===== src/rtl/mod47_lut_sched.sv =====
// mod47_lut_sched: sequencing controller for an external mod-47 constant-multiply LUT.
// Accepts residue operands on a valid/ready port, registers each one into lut_x,
// folds the LUT result into a mod-MOD accumulator one cycle later and presents one
// accumulated residue plus operand count per batch (batch ends on in_last).
// Optional feature: define MOD47_SCHED_RANGE_CHECK_EN to reduce out-of-range
// operands / LUT results by one subtraction of MOD and flag them on the sticky err.
module mod47_lut_sched #(
  parameter int MOD   = 47,
  parameter int W     = 6,
  parameter int CNT_W = 8
) (
  input  logic             clk,
  input  logic             rst,
  input  logic             in_valid,
  output logic             in_ready,
  input  logic [W-1:0]     in_data,
  input  logic             in_last,
  output logic [W-1:0]     lut_x,
  input  logic [W-1:0]     lut_z,
  output logic             out_valid,
  input  logic             out_ready,
  output logic [W-1:0]     out_data,
  output logic [CNT_W-1:0] out_count,
  output logic             err
);

  typedef enum logic [1:0] {
    S_IDLE  = 2'd0,  // no batch open
    S_ACC   = 2'd1,  // batch open, operands streaming
    S_DRAIN = 2'd2,  // last operand sitting in the LUT stage
    S_OUT   = 2'd3   // result held for the consumer
  } state_t;

  state_t             r_state;
  logic               r_in_ready;
  logic               r_out_valid;
  logic [W-1:0]       r_lut_x;
  logic               r_stg_v;
  logic [W-1:0]       r_acc;
  logic [CNT_W-1:0]   r_cnt;
  logic               r_err;

  logic               w_accept;
  logic               w_release;
  logic [W-1:0]       w_in_x;
  logic               w_in_err;
  logic [W-1:0]       w_z;
  logic               w_z_err;
  logic [W:0]         w_sum;
  logic [W-1:0]       w_acc_nxt;

  assign w_accept  = in_valid & r_in_ready;
  assign w_release = r_out_valid & out_ready;

  // NOTE: the range checks are compiled out entirely in the default build, so
  // the error terms collapse to constant 0 and err is a register held at reset.
`ifdef MOD47_SCHED_RANGE_CHECK_EN
  assign w_in_err = (in_data >= W'(MOD));
  assign w_in_x   = w_in_err ? (in_data - W'(MOD)) : in_data;
  assign w_z_err  = (lut_z >= W'(MOD));
  assign w_z      = w_z_err ? (lut_z - W'(MOD)) : lut_z;
`else
  assign w_in_err = 1'b0;
  assign w_in_x   = in_data;
  assign w_z_err  = 1'b0;
  assign w_z      = lut_z;
`endif

  // One extra bit keeps acc + z exact before the conditional subtraction.
  assign w_sum     = {1'b0, r_acc} + {1'b0, w_z};
  assign w_acc_nxt = (w_sum >= (W+1)'(MOD)) ? W'(w_sum - (W+1)'(MOD)) : w_sum[W-1:0];

  // Batch FSM with registered handshake outputs.
  // NOTE: all state below updates with non-blocking assignments so every
  // register samples pre-edge values regardless of block ordering.
  always_ff @(posedge clk or posedge rst) begin
    if (rst) begin
      r_state     <= S_IDLE;
      r_in_ready  <= 1'b1;
      r_out_valid <= 1'b0;
    end else begin
      case (r_state)
        S_IDLE, S_ACC: begin
          if (w_accept) begin
            if (in_last) begin
              r_state    <= S_DRAIN;
              r_in_ready <= 1'b0;
            end else begin
              r_state    <= S_ACC;
            end
          end
        end
        S_DRAIN: begin
          r_state     <= S_OUT;
          r_out_valid <= 1'b1;
        end
        S_OUT: begin
          if (w_release) begin
            r_state     <= S_IDLE;
            r_out_valid <= 1'b0;
            r_in_ready  <= 1'b1;
          end
        end
        default: begin
          r_state     <= S_IDLE;
          r_in_ready  <= 1'b1;
          r_out_valid <= 1'b0;
        end
      endcase
    end
  end

  // Stage 1: register the accepted operand into the LUT and mark the stage valid.
  always_ff @(posedge clk or posedge rst) begin
    if (rst) begin
      r_lut_x <= '0;
      r_stg_v <= 1'b0;
    end else begin
      r_stg_v <= w_accept;
      if (w_accept) begin
        r_lut_x <= w_in_x;
      end
    end
  end

  // Stage 2 accumulator and saturating operand counter; both clear on entry to IDLE.
  always_ff @(posedge clk or posedge rst) begin
    if (rst) begin
      r_acc <= '0;
      r_cnt <= '0;
    end else if (w_release) begin
      r_acc <= '0;
      r_cnt <= '0;
    end else begin
      if (r_stg_v) begin
        r_acc <= w_acc_nxt;
      end
      if (w_accept && (r_cnt != {CNT_W{1'b1}})) begin
        r_cnt <= r_cnt + 1'b1;
      end
    end
  end

  // Sticky range-error flag, cleared only by reset.
  always_ff @(posedge clk or posedge rst) begin
    if (rst) begin
      r_err <= 1'b0;
    end else if ((w_accept && w_in_err) || (r_stg_v && w_z_err)) begin
      r_err <= 1'b1;
    end
  end

  assign in_ready  = r_in_ready;
  assign out_valid = r_out_valid;
  assign lut_x     = r_lut_x;
  assign out_data  = r_acc;
  assign out_count = r_cnt;
  assign err       = r_err;

endmodule


===== config.mk =====
export PLATFORM = sky130hd
export DESIGN_NAME = mod47_lut_sched
export DESIGN_NICKNAME = d
export VERILOG_FILES = /design/src/rtl/mod47_lut_sched.sv
export SDC_FILE = /design/constraint.sdc
export NUM_CORES = 1
export LEC_CHECK = 0
export CORE_MARGIN = 8
export CORE_UTILIZATION = 43
export DETAILED_ROUTE_END_ITERATION = 16
export PLACE_DENSITY = 0.75
export SLEW_MARGIN = 10
export SYNTH_ARGS = -nofsm -noshare
export SYNTH_HDL_FRONTEND = slang
export SYNTH_SLANG_ARGS = --single-unit

===== constraint.sdc =====
create_clock -name clk -period 2.5 [get_ports clk]
set_input_delay 0.5 -clock clk [delete_from_list [all_inputs] [get_ports clk]]
set_output_delay 0.5 -clock clk [all_outputs]
set_load 0.05 [all_outputs]

==> results.md <==
* Status: finished clean
* Syn Area/Cell at 9.03 um^2
* Die width at 75.4 um
* Fmax at 413 MHz
* H-tree depth at 1
* DIE HEIGHT at 75.4 um
* First-pass GRT wire length at 6670 um
* Initial antenna violation count at 0
* Clock Tree Buf Depth at 2
* CTS tree: yes
* M1 WL at 1690 um
* Ant diodes at 0
* Slew HR at 66.0%
* Least-Margin Pin Slew at 0.508 ns
* Post-Route Utilization at approximately 66%
* Post-synth top area cell: dfrtp_1
* Remaining routing DRC violations at 0
* Initial Util at 45.1%
* Most common flop cell mapped by yosys: dfrtp_1
* Hold Path Class: in2async
* Final Max Tran Viols at 0
* Peak supply drop at roughly 0.00029 V
* Vias post-DR at 1463
* First DRT Iteration DRCs at 51
* Setup TNS at 0 ns
* Crit path time final at 2.42 ns
* Mapped Cells at approximately 170
* Req. time, crit path at 2.75 ns
* Setup CP Type: in2reg
* Fraction of registers with async set/reset at 100%
* Fin crit share at 96.8%
* Die area at between 0.005 and 0.006 mm^2
* Hpwl dp at 3120 um
* Met3 Wirelength at roughly 330 um
* Syn Std Cell Area at 0.00152 mm^2
* I/O pin count at 40
* Worst clock skew at 0.0123 ns
* Post-Route WL at 4310 um
* Row Count at 21
* Number of library cell types mapped by synthesis at 44
* Highest routing layer actually used: met4
* Top Family by Delay on Critical Path: simple AND/OR/NAND/NOR gates
* Vias per inst at roughly 5.4
* Synth-to-Final Area Change at 46.0%
* Synth top area cells: dfrtp_1 40%, nand2_1 7.4%, ha_1 6.6%
* Top cell type's share of synthesized area at 39.6%
* Core area at 0.00336 mm^2
* Cts bufs inserted at 3
* Final hold viol count at 0
* Number of synthesized flops with an enable pin at 0
* Buf/Inv on CP at 2
* Maxcap violations at 0
* GR Util All Layers at around 15%
* Dpl cell area at 0.00205 mm^2
* Count leader, synth: nand2_1
* Crit-path max FO at 6
* Root Buffer: clkbuf_4
* Final Cell Area at 0.00221 mm^2
* Vias in the first global route at about 1500
* Sink Count at 25
* Worst skew pair latency at approximately 0.32 ns
* Syn nets at 194
* DRT Pass-1 Iters at 4
* Total gr overflow at 0
* Leakage dissipation at 0.974 nW
* CP max-delay cell: clkdlybuf4s50_1
* PortBufs at 38
* Seq/Total Area, Yosys at 41.3%
* Hold Buf Count CTS at 0
* Setup-failing EPs final at 0
* Critical Path Max Stage Delay at between 0.4 and 0.5 ns
* Antenna-violating nets left at 0
* Worst-path clk slew at 0.15 ns
* Final Net Count at 251
* Drt wl/cell at 15.9 um
* Share of cells above drive strength 1 at between 20 and 25%
* PD cells at about 320 mW/mm^2
* Largest net degree at the start of global routing at 17
* Synthesized flop and latch total at 25
* Commonest cells in the netlist: 30 x nand2_1, 24 x dfrtp_1, 19 x nor2_1
* Startpoint class of the critical path: input pin
* Placer Congestion at 0.821
* Crit path cell chain: clkdlybuf4s50_1, ha_2, a211oi_4, buf_4, nor3b_4, o22a_4, a21oi_1, or3_1, a31oi_1
* Arrival @ worst endpoint at between 2 and 3 ns
* CP Capture Type: register
* Synthesis Warnings at 0
* Met2 routed WL at 2210 um
[worst reg2reg max path, cell delays in order (launching register included)]
cell	delay, ns
dfrtp_2	0.45
ha_2	0.20
fa_2	0.44
xor2_2	0.23
buf_4	0.16
nand2_4	0.05
nor3_4	0.23
o21a_2	0.22
nor2_1	0.05
a311o_1	0.25
[through the flow]
step                total power [W]  hold WS [ns]  setup WS, ns  std cells
floorplan                  0.000462         0.492        0.0169        168
global placement           0.000506         0.459        -0.398        262
detailed placement         0.000510         0.466        -0.470        262
CTS                        0.000694         0.465        0.0220        268
global route               0.000727         0.474       -0.0179        270
finish                     0.000699         0.445        0.0791        270
[cell usage in the layout (no fill, tap or decap), types with 2 or more instances in the layout]
master           count
dfrtp_1             23
o21ba_2              2
xnor2_1              2
a211oi_4             2
dlymetal6s2s_1       2
clkdlybuf4s50_1     36
inv_1                4
a211oi_1             2
or3b_1               2
nor2_1              16
a31oi_1              5
nand2_1             29
a21oi_1              8
mux2i_1              2
nor3_1               3
nand3_1              6
and2_1               2
xor2_1               3
ha_1                 5
clkbuf_4             3
nand3b_1             2
nor3b_1              2
or3_1                2
nor2_2               3
o21ai_2              2
ha_2                 2
nand4_1              2
buf_4               19
nor4b_2              2
o21ai_0              9
[layer usage]
metal	GRT usage (%)	vias to the layer above
li1	-	700
met1	15.8	697
met2	27.7	58
met3	4.61	8
met4	3.41	0
met5	0	-
[where the power goes]
part	switching (W)	leakage (nW)	internal (W)
logic	0.0000558	0.617	0.0000568
clock network	0.000123	0.0177	0.0000598
registers	0	0.339	0.000405
total	0.000178	0.974	0.000521
[area by class of cell]
class                   instances  area, um^2
clock buffers                   3        22.5
clock inverters                 1        5.00
fillers                       304        1150
well taps                      46        57.6
repair buffers                 57         528
flip-flops and latches         25         628
inverters                       4        15.0
multi-input cells             134         957
[what timing repair did]
action	in CTS	in global routing
buffers inserted	2	2
gates resized for setup	3	20
pin swaps	1	14
endpoints found under the setup margin	4	4
gates cloned	0	0
[flip-flops by register name, indices dropped and copies added, names as in the netlist]
signal / flops
lut_x: 6
in_ready: 1
out_valid: 1
out_count: 8
r_stg_v: 1
out_data: 6
r_state: 2
[path summary, 6_finish.rpt]
path                                  start     endpoint  slack, ns  depth (start not counted)
worst min register to register     lut_x[2]     lut_x[2]       0.50                          2
min in group clk                   lut_x[2]     lut_x[2]       0.50                          2
worst max-delay path               lut_z[2]  out_data[3]       0.08                          9
worst min-delay path                    rst  out_data[3]       0.45                          2
worst max register to register  out_data[0]  out_data[2]       0.12                          9
max in group asynchronous               rst     in_ready       1.43                          3
[cells by family after synthesis]
| group | after synthesis | synth area share, % |
|---|---|---|
| simple gates | 79 | 25.5 |
| xor+xnor | 6 | 3.96 |
| compound gates | 37 | 17.2 |
| fa+ha+maj | 9 | 7.92 |
| buf+inv | 9 | 2.56 |
| flops | 25 | 41.3 |
| other cells | 1 | 0.247 |
| mux | 2 | 1.32 |
Power figures use the tool's default switching activity.
